## config.mk

```make
export PLATFORM = sky130hd
export DESIGN_NAME = result_binarize_packer
export DESIGN_NICKNAME = d
export VERILOG_FILES = /design/src/rtl/result_binarize_packer.sv
export SDC_FILE = /design/constraint.sdc
export NUM_CORES = 1
export LEC_CHECK = 0
export CORE_AREA = 2 2 78 110
export DETAILED_ROUTE_END_ITERATION = 10
export DIE_AREA = 0 0 80 112
export GPL_TIMING_DRIVEN = 0
export MAX_ROUTING_LAYER = met4
export PLACE_DENSITY = 0.86
export SLEW_MARGIN = 20
export SYNTH_ARGS = -nofsm -noshare
export SYNTH_HDL_FRONTEND = slang
export SYNTH_SLANG_ARGS = --single-unit
```

## constraint.sdc

```tcl
create_clock -name clk -period 8.15 [get_ports clk]
set_input_delay 1.63 -clock clk [delete_from_list [all_inputs] [get_ports clk]]
set_output_delay 1.63 -clock clk [all_outputs]
set_load 0.02 [all_outputs]
```

## src/rtl/result_binarize_packer.sv

```systemverilog
// result_binarize_packer: thresholds N*N BRAM results into a 1-bit image,
// packs 8 pixels per byte MSB-first, streams header + bytes + XOR checksum.
module result_binarize_packer #(
    parameter int         N      = 12,
    parameter int         DW     = 32,
    parameter int         AW     = 8,
    parameter logic [7:0] HEADER = 8'hA5
) (
    input  logic          clk,
    input  logic          reset,
    input  logic          start,
    input  logic [DW-1:0] threshold,
    output logic [AW-1:0] bram_addr,
    input  logic [DW-1:0] bram_dout,
    output logic          tx_start,
    output logic [7:0]    tx_data,
    input  logic          tx_done_tick,
    output logic          busy,
    output logic          done
);
    localparam int NN = N * N;
    localparam int CW = $clog2(NN + 1);

    typedef enum logic [2:0] {
        S_IDLE,
        S_HDR,
        S_RD_ADDR,
        S_RD_WAIT,
        S_RD_CAP,
        S_BYTE_TX,
        S_CSUM_TX,
        S_FIN
    } state_t;

    state_t        state_q, state_d;
    logic [DW-1:0] thr_q, thr_d;
    logic [CW-1:0] pix_cnt_q, pix_cnt_d;
    logic [2:0]    bit_cnt_q, bit_cnt_d;
    logic [7:0]    byte_q, byte_d;
    logic [7:0]    csum_q, csum_d;
    logic [AW-1:0] addr_q, addr_d;
    logic          tx_start_q, tx_start_d;
    logic [7:0]    tx_data_q, tx_data_d;
    logic          busy_q, busy_d;
    logic          done_q, done_d;

    logic       pixel;
    logic       last_pix;
    logic       tx_ack;
    logic [7:0] shifted;
    logic [7:0] packed_byte;

    assign pixel    = (bram_dout > thr_q);
    assign last_pix = (pix_cnt_q == CW'(NN - 1));
    assign shifted  = {byte_q[6:0], pixel};
    // A short final byte is left-justified; a full byte shifts by zero.
    assign packed_byte = shifted << (3'd7 - bit_cnt_q);
    // A tick only counts while our own request is outstanding.
    assign tx_ack = tx_start_q & tx_done_tick;

    always_ff @(posedge clk or posedge reset) begin
        if (reset) begin
            state_q    <= S_IDLE;
            thr_q      <= '0;
            pix_cnt_q  <= '0;
            bit_cnt_q  <= '0;
            byte_q     <= '0;
            csum_q     <= '0;
            addr_q     <= '0;
            tx_start_q <= 1'b0;
            tx_data_q  <= '0;
            busy_q     <= 1'b0;
            done_q     <= 1'b0;
        end else begin
            state_q    <= state_d;
            thr_q      <= thr_d;
            pix_cnt_q  <= pix_cnt_d;
            bit_cnt_q  <= bit_cnt_d;
            byte_q     <= byte_d;
            csum_q     <= csum_d;
            addr_q     <= addr_d;
            tx_start_q <= tx_start_d;
            tx_data_q  <= tx_data_d;
            busy_q     <= busy_d;
            done_q     <= done_d;
        end
    end

    always_comb begin
        state_d    = state_q;
        thr_d      = thr_q;
        pix_cnt_d  = pix_cnt_q;
        bit_cnt_d  = bit_cnt_q;
        byte_d     = byte_q;
        csum_d     = csum_q;
        addr_d     = addr_q;
        tx_start_d = tx_start_q;
        tx_data_d  = tx_data_q;
        busy_d     = busy_q;
        done_d     = 1'b0;

        unique case (state_q)
            S_IDLE: begin
                if (start) begin
                    thr_d     = threshold;
                    pix_cnt_d = '0;
                    bit_cnt_d = '0;
                    byte_d    = '0;
                    csum_d    = '0;
                    busy_d    = 1'b1;
                    state_d   = S_HDR;
                end
            end
            S_HDR: begin
                tx_data_d  = HEADER;
                tx_start_d = 1'b1;
                if (tx_ack) begin
                    tx_start_d = 1'b0;
                    state_d    = S_RD_ADDR;
                end
            end
            S_RD_ADDR: begin
                addr_d  = AW'(pix_cnt_q);
                state_d = S_RD_WAIT;
            end
            S_RD_WAIT: begin
                state_d = S_RD_CAP;
            end
            S_RD_CAP: begin
                byte_d    = shifted;
                pix_cnt_d = pix_cnt_q + CW'(1);
                bit_cnt_d = bit_cnt_q + 3'd1;
                state_d   = S_RD_ADDR;
                if (bit_cnt_q == 3'd7 || last_pix) begin
                    tx_data_d  = packed_byte;
                    tx_start_d = 1'b1;
                    csum_d     = csum_q ^ packed_byte;
                    bit_cnt_d  = '0;
                    byte_d     = '0;
                    state_d    = S_BYTE_TX;
                end
            end
            S_BYTE_TX: begin
                if (tx_ack) begin
                    tx_start_d = 1'b0;
                    state_d = (pix_cnt_q == CW'(NN)) ? S_CSUM_TX
                                                     : S_RD_ADDR;
                end
            end
            S_CSUM_TX: begin
                tx_data_d  = csum_q;
                tx_start_d = 1'b1;
                if (tx_ack) begin
                    tx_start_d = 1'b0;
                    state_d    = S_FIN;
                end
            end
            S_FIN: begin
                done_d  = 1'b1;
                busy_d  = 1'b0;
                state_d = S_IDLE;
            end
            default: state_d = S_IDLE;
        endcase
    end

    assign bram_addr = addr_q;
    assign tx_start  = tx_start_q;
    assign tx_data   = tx_data_q;
    assign busy      = busy_q;
    assign done      = done_q;

endmodule

```

==> summary by stage, run 1 <==
Synth
The number of warnings reported in the yosys synthesis log is 0. After technology mapping, the gate count stands at 454. The dominant synthesized flop cell is sky130_fd_sc_hd__dfrtp_1.

The share of flip-flops with an asynchronous set or reset is 1.00. The number of nets produced by synthesis is 558. The synthesis-stage register bit count is 80.

The synthesized design contains 0 enable-type register cells. Of the synthesized area, sequential elements account for 0.455. The number of distinct library cells after synthesis is 54. The largest area contributor in the netlist is sky130_fd_sc_hd__dfrtp_1. The mapped netlist covers 4400 sq um. Ranked by total cell area, the synthesized netlist is headed by sky130_fd_sc_hd__dfrtp_1 (46%), sky130_fd_sc_hd__ha_1 (10%), sky130_fd_sc_hd__nand2_1 (5.9%). Of the post-synthesis cell area, the dominant cell type holds 0.455. The average cell area after synthesis is 9.68 sq um.

Timing
The number of endpoints failing setup at the final stage is 0. Setup repair after global routing left no endpoint under its margin. The final hold slack is 0.485 ns. Of the available clock period, the critical path in the final layout requires 0.490. The clock period could shrink to 3.99 ns. The final number of hold-violating endpoints is 0. For this run, the top clock speed supported by timing is 0.251 GHz. Between clock sinks in the finished design, the worst skew comes to 0.0115 ns. For the pin with the worst max-slew slack, the measured transition is 0.670 ns.

After routing, the total negative slack on setup checks comes to 0 ns. The max-slew violation count is 0. In this run the tightest slew margin relative to its limit is 0.550.

CTS
TritonCTS built the clock tree. The CTS H-tree depth is 3. Counting along the longest clock path gives a buffer depth of 2. The root buffer cell chosen for the clock tree is sky130_fd_sc_hd__clkbuf_16. The clock net in this run drives a total of 80 sinks. The number of buffers inserted during clock tree synthesis is 9. The total of hold buffers inserted after clock tree synthesis is 0. The later pin in the worst-skew pair is clocked with a latency of 0.34 ns. After clock tree synthesis, the clock-pin slew on the worst setup and hold paths is 0.06 ns. Post-CTS timing repair inserted 0 buffers for setup. Once the clock tree was built, the resizer swapped 0 gates to a different size.

Floorplan
After floorplanning, the core was divided into 39 placement rows. The floorplan step set the die height to 112 um. The initial utilization of the core area, before any placement, comes to 0.549. Pin placement for this block handled 87 I/O pins. After floorplanning, the core was sized to cover 8000 sq um. The total die area is 8960 sq um. The die width is 80 um.

Route
The first-pass detailed-route iteration total is 5. The mean routed wirelength per cell is 16.8 um. For this block, the routed nets add up to 11.1 mm of wire. After detailed routing, the number of remaining DRC violations is 0.

After the first detailed-routing iteration, the DRC count stood at 196. The post-route antenna net violation count is 0. The vias after detailed routing is 3765. The via-per-instance ratio is 5.71.

Power and ir drop
Of the total power, combinational logic draws 0.403. The leakage component of the power is 2.61 nW. The clock share of power is 0.273.

The total power per unit cell area is 313 nW/um^2. Of the total power, the share spent switching nets is 0.365. The internal power of the cells totals 1.15 mW. The worst supply voltage drop on vdd is 0.000200 V. The sequential power share is 0.324. The net switching component of the power is 0.662 mW.

Finish
The number of cells in the finished layout apart from fillers is 659. Of the cells placed in the final design, the portion with a size suffix greater than 1 is 0.0826. The library cell used most frequently in the layout, excluding fill and tap cells, is sky130_fd_sc_hd__clkdlybuf4s50_1. The layout overhead on the synthesized area is 31.5%. The layout has 532 filler cells. The library cells used most frequently in the layout, excluding fill and tap cells, are sky130_fd_sc_hd__clkdlybuf4s50_1 (86), sky130_fd_sc_hd__dfrtp_1 (80), sky130_fd_sc_hd__nand2_1 (69), sky130_fd_sc_hd__o21ai_0 (46), sky130_fd_sc_hd__inv_1 (42).

0 antenna diodes ended up in the layout. The final layout contains 656 nets.

GRT
The initial antenna violation count is 0. For met2 alone, demand over resource in global routing was 0.477. The fraction of met1 tracks used by global routing is 0.308. The total overflow left after global routing is 0.

The via count of the first global-routing pass is 4027. The layer carrying the most global-route usage is met2. The first global-routing pass estimated 18.4 mm of wire. Across every metal layer, demand over resource in global routing totals 0.275. For this run, global-route usage on met3 was measured as 0.0632. The largest net degree at the start of global routing is 48.

Critical path
The arrival time at the worst endpoint is 4.22 ns. The critical path class is input port to flop. The startpoint class of the critical path is an input port. Across all register-to-register paths, the minimum setup slack is 5.49 ns.

The critical path starts at bram_dout[14]. For the worst setup path, the data required time is 8.38 ns. The depth of the worst register-to-register path is 9.

The capturing element type of the critical path is a flop. In this run the critical register-to-register path is captured at tx_data[2]. The startpoint of the worst register-to-register path is thr_q[14]. Of all nets on the critical path, the largest fanout is 6.

Flow run
The count of max-cap constraint violations is 0.

Placed design
At the end of routability-driven placement, the weighted congestion stood at 0.856. Summed over all nets, the half-perimeter wirelength after detailed placement is 7.97 mm. The cell total after placement is 643.

Input and output buffers added on the ports amount to 86.

Hold path
The endpoint of the worst hold path is csum_q[0]. The class of the tightest hold or removal check is flop to flop. The source of the worst hold timing path is csum_q[0]. Counting instances, the worst hold path has a depth of 1.

Outcome
The run finished with clean final reports.
kinds of logic (layout without fill, tap and decap cells):
family                     after synthesis  count (layout)  share of synthesized area
and+or+nand+nor                        139             139                      0.155
muxes                                   17              17                     0.0413
AOI/OAI and AO/OA                      119             119                      0.187
adders and majority gates               36              36                      0.102
buffers and inverters                   59             162                     0.0510
xor gates and xnor gates                 4               4                    0.00797
DFF                                     80              80                      0.455
layer usage:
layer / vias up / wire length [um]
met2: 131 / 5810
met5: - / 0
met1: 1823 / 4490
met3: 16 / 600
li1: 1795 / -
met4: 0 / 205
per-stage QoR:
step | cell area, sq um | utilization | power, mW | worst slack [ns]
2_1_floorplan | 4400 | - | 1.08 | 4.47
3_3_place_gp | 5380 | 0.673 | 1.26 | 3.26
3_5_place_dp | 5410 | 0.677 | 1.30 | 3.87
4_1_cts | 5780 | 0.722 | 1.82 | 4.20
5_1_grt | 5780 | 0.722 | 1.94 | 4.06
6_report | 5780 | 0.722 | 1.81 | 4.16
Yosys cell counts, types with 2 or more instances:
cell type                  count
sky130_fd_sc_hd__a211oi_1      2
sky130_fd_sc_hd__nand2_1      69
sky130_fd_sc_hd__ha_1         36
sky130_fd_sc_hd__mux2_2        9
sky130_fd_sc_hd__nor3_1        6
sky130_fd_sc_hd__a22o_1        9
sky130_fd_sc_hd__nor2_1       20
sky130_fd_sc_hd__a221o_1       5
sky130_fd_sc_hd__clkbuf_1     14
sky130_fd_sc_hd__inv_1        43
sky130_fd_sc_hd__and2_1        4
sky130_fd_sc_hd__o21ai_0      46
sky130_fd_sc_hd__nand4_1       9
sky130_fd_sc_hd__buf_2         2
sky130_fd_sc_hd__o31ai_1       3
sky130_fd_sc_hd__o22ai_1       6
sky130_fd_sc_hd__o211ai_1      3
sky130_fd_sc_hd__a21o_1        2
sky130_fd_sc_hd__a21oi_1      24
sky130_fd_sc_hd__dfrtp_1      80
sky130_fd_sc_hd__nand3_1      13
sky130_fd_sc_hd__nor2b_1       4
sky130_fd_sc_hd__mux2i_1       8
sky130_fd_sc_hd__nand2b_1      2
sky130_fd_sc_hd__and3_1        3
sky130_fd_sc_hd__xnor2_1       3
sky130_fd_sc_hd__o21ai_1       2
power by group through the flow:
stage               Sequential (mW)  Combinational [mW]  Clock, mW
finish                        0.586               0.730      0.495
global route                  0.599               0.814      0.524
CTS                           0.585               0.729      0.502
detailed placement            0.592               0.710          0
global placement              0.586               0.675          0
floorplan                     0.601               0.476          0
how the worst max path moves through the flow:
stage                         to  slack [ns]  cells after the start
global route           csum_q[5]        4.06                     10
floorplan           bit_cnt_q[0]        4.47                      1
global placement       thr_q[24]        3.26                      2
finish                tx_data[2]        4.16                      9
CTS                   tx_data[2]        4.20                      9
detailed placement    tx_data[2]        3.87                      9
critical path, cell delays in order:
cell	delay, ns
sky130_fd_sc_hd__clkdlybuf4s50_1	0.41
sky130_fd_sc_hd__ha_1	0.32
sky130_fd_sc_hd__nand4_1	0.21
sky130_fd_sc_hd__nor4_1	0.55
sky130_fd_sc_hd__and2b_1	0.28
sky130_fd_sc_hd__o31a_4	0.14
sky130_fd_sc_hd__nor2_4	0.17
sky130_fd_sc_hd__o31ai_1	0.15
sky130_fd_sc_hd__a221o_1	0.35
final cells by class:
cell class              instances  area, sq um  area share
plain buffers                  16         62.6      0.0108
clock buffers                   9          225      0.0390
clock inverters                 7          143      0.0247
inverters                      43          164      0.0283
multi-input cells             315         2170       0.375
flip-flops and latches         80         2000       0.346
well taps                     102          128      0.0221
repair buffers                 87          888       0.154
sequential cells by signal, indices dropped and copies added (netlist names), 3 cells and up:
signal and cells:
bit_cnt_q 3, bram_addr 8, byte_q 7, csum_q 8, pix_cnt_q 8, state_q 3
thr_q 32, tx_data 8
No activity file was read; power rests on OpenSTA's default activity.
==> run 2, diff against run 1 <==
CORE_AREA = 2 2 81 114   (was 2 2 78 110)
DIE_AREA = 0 0 83 116   (was 0 0 80 112)
PLACE_DENSITY = 0.81   (was 0.86)
clock period = 4.15 ns   (was 8.15 ns; I/O delays follow)
==> run 2 against run 1 <==
Compared with the run above:
- sequential share of layout area increased by 0.46 points
- combinational power increased by 90%
- register-to-register slack got worse by 4.0 ns
- first-iteration DRC count decreased by 4.6%
- final cell count increased by 0.30%
- critical path type unchanged
- highest routed layer unchanged
==> summary by stage, run 2 (synthesized netlist as in run 1, its figures left out) <==
Finish
The share of final-layout standard cells stronger than drive strength 1 is 0.0791 (-0.00345). Compared with the post-synthesis result, the final layout area differs by 29.8%. The number of cells in the finished layout apart from fillers is 661 (+0.30%).

Leaving out fill and tap cells, the most frequent cells in the layout are sky130_fd_sc_hd__clkdlybuf4s50_1 (86), sky130_fd_sc_hd__dfrtp_1 (80), sky130_fd_sc_hd__nand2_1 (69), sky130_fd_sc_hd__o21ai_0 (46), sky130_fd_sc_hd__inv_1 (42). The antenna diode count is 0 (unchanged). Counting flops per register, the top entry is thr_q. The area used by multi-input combinational logic is 2170 sq um (unchanged). The layout filler cell count is 662 (+24%). The area of all sequential standard cells came to 2000 sq um (unchanged).

The final instance area was 5710 sq um (-1.3%). The net count of the finished layout is 656 (unchanged). Leaving out fill and tap cells, the most frequent cell in the layout is sky130_fd_sc_hd__clkdlybuf4s50_1. The flip-flop count of the largest register after layout is 32 (unchanged).

Critical path
The biggest cell delay along the critical path was 0.64 ns (+0.09 ns). The largest individual stage delay along the critical path comes from the cell sky130_fd_sc_hd__a2111oi_1. The largest driver fanout on the critical path is 6 (unchanged). The critical path is of the input port to flop type. In this run the critical register-to-register path is launched from thr_q[1].

Traced cell by cell, the critical path runs through clkdlybuf4s50_1 > ha_1 > nand4_1 > a2111oi_1 > o31a_4 > nor2_4 > o31ai_1 > nand3_1 > a21oi_1. The worst setup path is launched from an input port. The setup slack on the worst flop-to-flop path was 1.48 ns (-4.01 ns). The depth of the worst register-to-register path was 10 (+1). The beginning of the critical path is bram_dout[7]. The data required time at the worst endpoint was 4.41 ns (-3.97 ns). The capturing element type of the critical path is a flop. The worst register-to-register path ends at csum_q[2]. The arrival time at the worst endpoint is 3.44 ns (-0.78 ns). The most critical setup path has its endpoint at csum_q[2].

CTS
The total of hold buffers inserted after clock tree synthesis was 0 (unchanged). The clock-pin slew on the worst setup and hold paths was 0.06 ns (about the same). The number of buffers inserted during clock tree synthesis is 9 (unchanged).

The insertion delay to the later sink of the worst-skew pair is 0.34 ns (about the same). The number of clock sinks is 80 (unchanged). The total setup buffers inserted after CTS came to 0 (unchanged). The CTS H-tree depth is 3 (unchanged). The library cell used as clock root buffer is sky130_fd_sc_hd__clkbuf_16.

The maximum root-to-sink buffer count was 2 (unchanged). The number of gates resized after CTS is 0 (unchanged). The TritonCTS clock tree is yes.

GRT
The largest net degree at the start of global routing is 43 (-10%). The total track usage is 0.241 (-0.0342). The via count of the first global-routing pass came to 3754 (-6.8%). The global route total overflow is 0 (unchanged). The global-route wire length before repair came to 18.0 mm (-2.5%). The initial antenna violation count is 0 (unchanged).

Floorplan
The area of the core is 8560 sq um (+6.9%). The vertical die dimension is 116 um (+3.6%). The die width is 83 um (+3.8%). The initial standard-cell utilization of the core is 0.514 (-0.0357). The total I/O pin count is 87 (unchanged). The site row count is 40 (+2.6%). The total die area was 9630 sq um (+7.5%).

Route
The routed wire length on met2 is 5.25 mm (-9.6%). After detailed routing, no signal wire sits above met4. The first-pass detailed-route iteration total was 4 (-1).

The total routed wire length on the met1 layer is 4.55 mm (+1.4%). The vias after detailed routing came to 3677 (-2.3%). The total length of routed met3 wires is 527 um (-12%). The post-route antenna net violation count is 0 (unchanged). The residual DRC count is 0 (unchanged). The via-per-instance ratio is 5.56 (-2.6%). The mean routed wirelength per cell is 15.9 um (-5.8%). The number of design-rule violations left by the first detailed-router iteration came to 187 (-4.6%). The overall routed net length is 10.5 mm (-5.6%).

Timing
The number of endpoints failing setup at the final stage is 0 (unchanged). The pin slew with the least headroom to its limit is 0.633 ns (-0.0376 ns). The setup skew after layout is 0.00608 ns (-0.00545 ns). The final-layout setup total negative slack is 0 ns (unchanged).

The worst path in the final design needs a cycle of 3.18 ns, including I/O delays and setup. Timing would allow up to 0.314 GHz. The relative slew slack is 0.576 (+0.0262). Of the available clock period, the critical path in the final layout requires 0.767. The max-slew violation count is 0 (unchanged).

The final number of hold-violating endpoints was 0 (unchanged). Setup repair after global routing left no endpoint under its margin.

Placed design
The detailed-placement wirelength estimate was 7.73 mm (-3.0%). The cell total after placement is 646 (+0.47%). The total cell area at the placement stage is 5410 sq um (about the same). The number of port buffers came to 86 (unchanged). The routability-driven placement congestion ratio came to 0.884 (+3.2%).

Hold path
The worst hold path begins at csum_q[1]. The class of the tightest hold or removal check is flop to flop. The hold-critical path depth was 1 (unchanged).

Power and ir drop
The leakage component of the power came to 2.56 nW (-1.7%). The total power per unit cell area is 585 nW/um^2 (+87%). The worst supply voltage drop on vdd came to 0.000334 V (+67%).

Flow run
The count of max-cap constraint violations is 0 (unchanged).

Outcome
The run finished with clean final reports.
[run 2: metal layers]
metal  global-route usage  up-vias
met2                0.404      118
li1                     -     1793
met1                0.290     1751
met4               0.0667        0
met3               0.0605       15
met5                    -        -
[run 2: worst min path at each step]
stage                      to  slack, ns
CTS                 csum_q[1]       0.48
floorplan           csum_q[0]       0.45
global placement    csum_q[1]       0.46
finish              csum_q[1]       0.47
detailed placement  csum_q[1]       0.47
global route        csum_q[1]       0.50
[run 2: metrics by stage]
step	util	hold WS, ns	power, mW	setup slack [ns]
global route	0.667	0.498	3.59	0.861
floorplan	-	0.446	2.11	1.27
CTS	0.667	0.478	3.35	1.01
detailed placement	0.632	0.470	2.54	0.722
global placement	0.630	0.460	2.48	0.0164
finish	0.667	0.471	3.34	0.968
[run 2: worst max-delay path, delay by kind of cell]
| family | cells | cell delay (ns) |
|---|---|---|
| AO/OA/AOI/OAI | 4 | 1.50 |
| adder cells (fa/ha/maj) | 1 | 0.33 |
| buffers and inverters | 1 | 0.41 |
| AND/OR/NAND/NOR | 3 | 0.38 |
[run 2: area by class of cell]
class                      count  share of cell area
multi-input combinational    315               0.380
sequential                    80               0.351
timing repair buffer          87               0.154
clock buffer                  11              0.0425
inverter                      43              0.0287
tap                          105              0.0230
buffer                        16              0.0110
clock inverter                 4             0.00943
[run 2: where the power goes]
group	total, mW	switching, mW	internal [mW]	leakage, nW
combinational	1.39	0.824	0.570	1.40
sequential	1.15	0.122	1.03	1.03
clock	0.795	0.314	0.481	0.138
total	3.34	1.26	2.08	2.56
==> run 3, diff against run 2 <==
CORE_AREA = 2 2 85 120   (was 2 2 81 114)
DIE_AREA = 0 0 87 122   (was 0 0 83 116)
PLACE_DENSITY = 0.77   (was 0.81)
clock period = 2.7 ns   (was 4.15 ns; I/O delays follow)
==> run 3 against run 2 <==
Compared with the run above:
- routed wire length increased by 11%
- final cell count grew 2.7%
- register-to-register slack lost 1.4 ns
- setup slack worse by 0.96 ns
- sequential cell count unchanged
- sequential power is 54% higher
- clock power is 89% higher
- clock skew grew 0.0031 ns
- critical endpoint is now csum_q[5]
- largest power group unchanged
==> summary by stage, run 3 (synthesized netlist as in run 1, its figures left out) <==
Outcome
The run finished with clean final reports.

CTS
The insertion delay to the later sink of the worst-skew pair is 0.34 ns (about the same). The total of hold buffers inserted after clock tree synthesis came to 0 (unchanged). The number of buffers inserted during clock tree synthesis is 9 (unchanged). The maximum root-to-sink buffer count was 2 (unchanged). The library cell used as clock root buffer is sky130_fd_sc_hd__clkbuf_16. The TritonCTS clock tree is yes.

The number of clock sinks came to 80 (unchanged). The clock-pin slew on the worst setup and hold paths is 0.06 ns (about the same). The CTS H-tree depth was 3 (unchanged).

Route
The residual DRC count came to 0 (unchanged). The first-pass detailed-route iteration total is 5 (+1). The vias after detailed routing is 3806 (+3.5%). The post-route antenna net violation count was 0 (unchanged). The mean routed wirelength per cell is 17.1 um (+7.6%).

The number of design-rule violations left by the first detailed-router iteration is 242 (+29%). The via-per-instance ratio was 5.61 (+0.76%). The overall routed net length is 11.6 mm (+11%).

Finish
In the layout the commonest cells are sky130_fd_sc_hd__dfrtp_1 (80), sky130_fd_sc_hd__nand2_1 (69), sky130_fd_sc_hd__clkdlybuf4s50_1 (66), sky130_fd_sc_hd__o21ai_0 (46), sky130_fd_sc_hd__inv_1 (42). The antenna diode count was 0 (unchanged). Leaving out fill and tap cells, the most frequent cell in the layout is sky130_fd_sc_hd__dfrtp_1. The flip-flop count of the largest register after layout is 32 (unchanged). The final core utilization is 0.635 (-0.0318). The share of final-layout standard cells stronger than drive strength 1 is 0.132 (+0.0531). The layout filler cell count is 733 (+11%). The number of cells in the finished layout apart from fillers is 679 (+2.7%). The register ranked first by flip-flop count is thr_q. The net count of the finished layout is 666 (+1.5%). From synthesis to final layout, the design area changed by 39.1%.

Power and ir drop
The power consumption is 5.74 mW (+72%). The total power per unit cell area came to 938 nW/um^2 (+60%). The worst supply voltage drop on vdd is 0.000464 V (+39%).

The leakage component of the power is 2.89 nW (+13%).

Timing
The pin slew with the least headroom to its limit was 0.653 ns (+0.0203 ns). The final number of hold-violating endpoints came to 0 (unchanged). The setup skew after layout is 0.00913 ns (+0.00305 ns). The number of endpoints failing setup at the final stage is 0 (unchanged). The smallest clock period supported by the final layout is computed as 2.69 ns. Based on the critical path, the design can be clocked at up to 0.372 GHz. Of the available clock period, the critical path in the final layout requires 0.996. The max-slew violation count was 0 (unchanged). The relative slew slack is 0.565 (-0.0113).

GRT
The via count of the first global-routing pass is 3806 (+1.4%). The total track usage is 0.217 (-0.0233). The global-route wire length before repair came to 17.5 mm (-2.6%).

The global route total overflow is 0 (unchanged). The initial antenna violation count is 0 (unchanged). The largest net degree at the start of global routing is 50 (+16%).

Critical path
The data required time at the worst endpoint is 2.91 ns (-1.50 ns). The capturing element type of the critical path is a flop. The startpoint class of the critical path is an input port. The arrival time at the worst endpoint is 2.90 ns (-0.54 ns). The largest driver fanout on the critical path is 3 (-3).

The setup slack on the worst flop-to-flop path is 0.04 ns (-1.44 ns). The biggest cell delay along the critical path is 0.45 ns (-0.19 ns). The critical path class is input port to flop. The cell at the slowest stage of the critical path is sky130_fd_sc_hd__clkdlybuf4s50_1. The signal on the critical path passes through clkdlybuf4s50_1 > ha_4 > nand4_1 > nor4_4 > and2b_1 > o31a_4 > o31ai_4 > o22a_1 > o211ai_1 > o31ai_2.

Placed design
The cell total after placement is 653 (+1.1%). The number of port buffers is 86 (unchanged). The detailed-placement wirelength estimate was 7.81 mm (+1.0%). The routability-driven placement congestion ratio is 0.872 (-1.3%).

Floorplan
The site row count came to 43 (+7.5%). The total I/O pin count is 87 (unchanged). The area of the core came to 9630 sq um (+13%). The initial standard-cell utilization of the core is 0.456 (-0.0572). The total die area is 10600 sq um (+10%).

The vertical die dimension is 122 um (+5.2%). The die width came to 87 um (+4.8%).

Flow run
The count of max-cap constraint violations was 0 (unchanged).

Hold path
The path class of the tightest hold or removal check is flop to flop.
## run 3: cell types whose count changed in the layout (fill, tap and decap cells not counted), moves of 3 or more
cell                              delta
sky130_fd_sc_hd__ha_1               -12
sky130_fd_sc_hd__bufinv_16           +3
sky130_fd_sc_hd__clkdlybuf4s50_1    -20
sky130_fd_sc_hd__buf_4              +10
sky130_fd_sc_hd__ha_4               +12
sky130_fd_sc_hd__dlymetal6s2s_1     +20
## run 3: timing repair
item	CTS	global route
setup buffers	4	6
setup endpoints to repair	16	15
pin swaps	18	36
resized for setup	3	39
## run 3: path summary, 6_finish.rpt
path / from / endpoint / depth (start not counted)
hold reg to reg: csum_q[1] / csum_q[1] / 1
setup / recovery: bram_dout[23] / csum_q[5] / 10
max in group asynchronous: reset / busy / 3
setup reg to reg: thr_q[5] / csum_q[5] / 10
hold / removal: csum_q[1] / csum_q[1] / 1
min in group asynchronous: reset / thr_q[6] / 2
## run 3: metrics by stage
stage | cell area (sq um) | setup TNS, ns | worst slack [ns] | hold WS (ns)
2_1_floorplan | 4400 | 0 | 0.108 | 0.446
3_3_place_gp | 5400 | -99.26 | -1.16 | 0.461
3_5_place_dp | 5420 | -8.34 | -0.567 | 0.473
4_1_cts | 5840 | 0 | 0.00165 | 0.479
5_1_grt | 6120 | -0.0826 | -0.0826 | 0.511
6_report | 6120 | 0 | 0.0110 | 0.477
## run 3: cell type report
cell class                 instances  area, sq um  area share
buffer                            16         62.6      0.0102
clock buffer                       9          225      0.0368
clock inverter                     7          143      0.0233
inverter                          43          164      0.0268
multi-input combinational        315         2370       0.388
sequential                        80         2000       0.327
tap                              112          140      0.0229
timing repair buffer              97         1010       0.164
## run 3: critical path: cells and delay by family
family / cells / cell delay (ns)
AO/OA/AOI/OAI: 5 / 0.93
adder cells (fa/ha/maj): 1 / 0.29
buffers and inverters: 1 / 0.45
AND/OR/NAND/NOR: 3 / 0.66
## run 3: routing by layer
metal / global-route usage / part of all wire / wire length [um]
met5: - / 0 / 0
met4: 0.0869 / 0.029 / 341
met3: 0.0454 / 0.053 / 618
met2: 0.355 / 0.50 / 5750
met1: 0.260 / 0.42 / 4880
## run 3: report_power, final
part / total [mW] / switching [mW] / internal, mW
registers: 1.77 / 0.186 / 1.58
clock network: 1.50 / 0.502 / 1.00
logic: 2.47 / 1.44 / 1.03
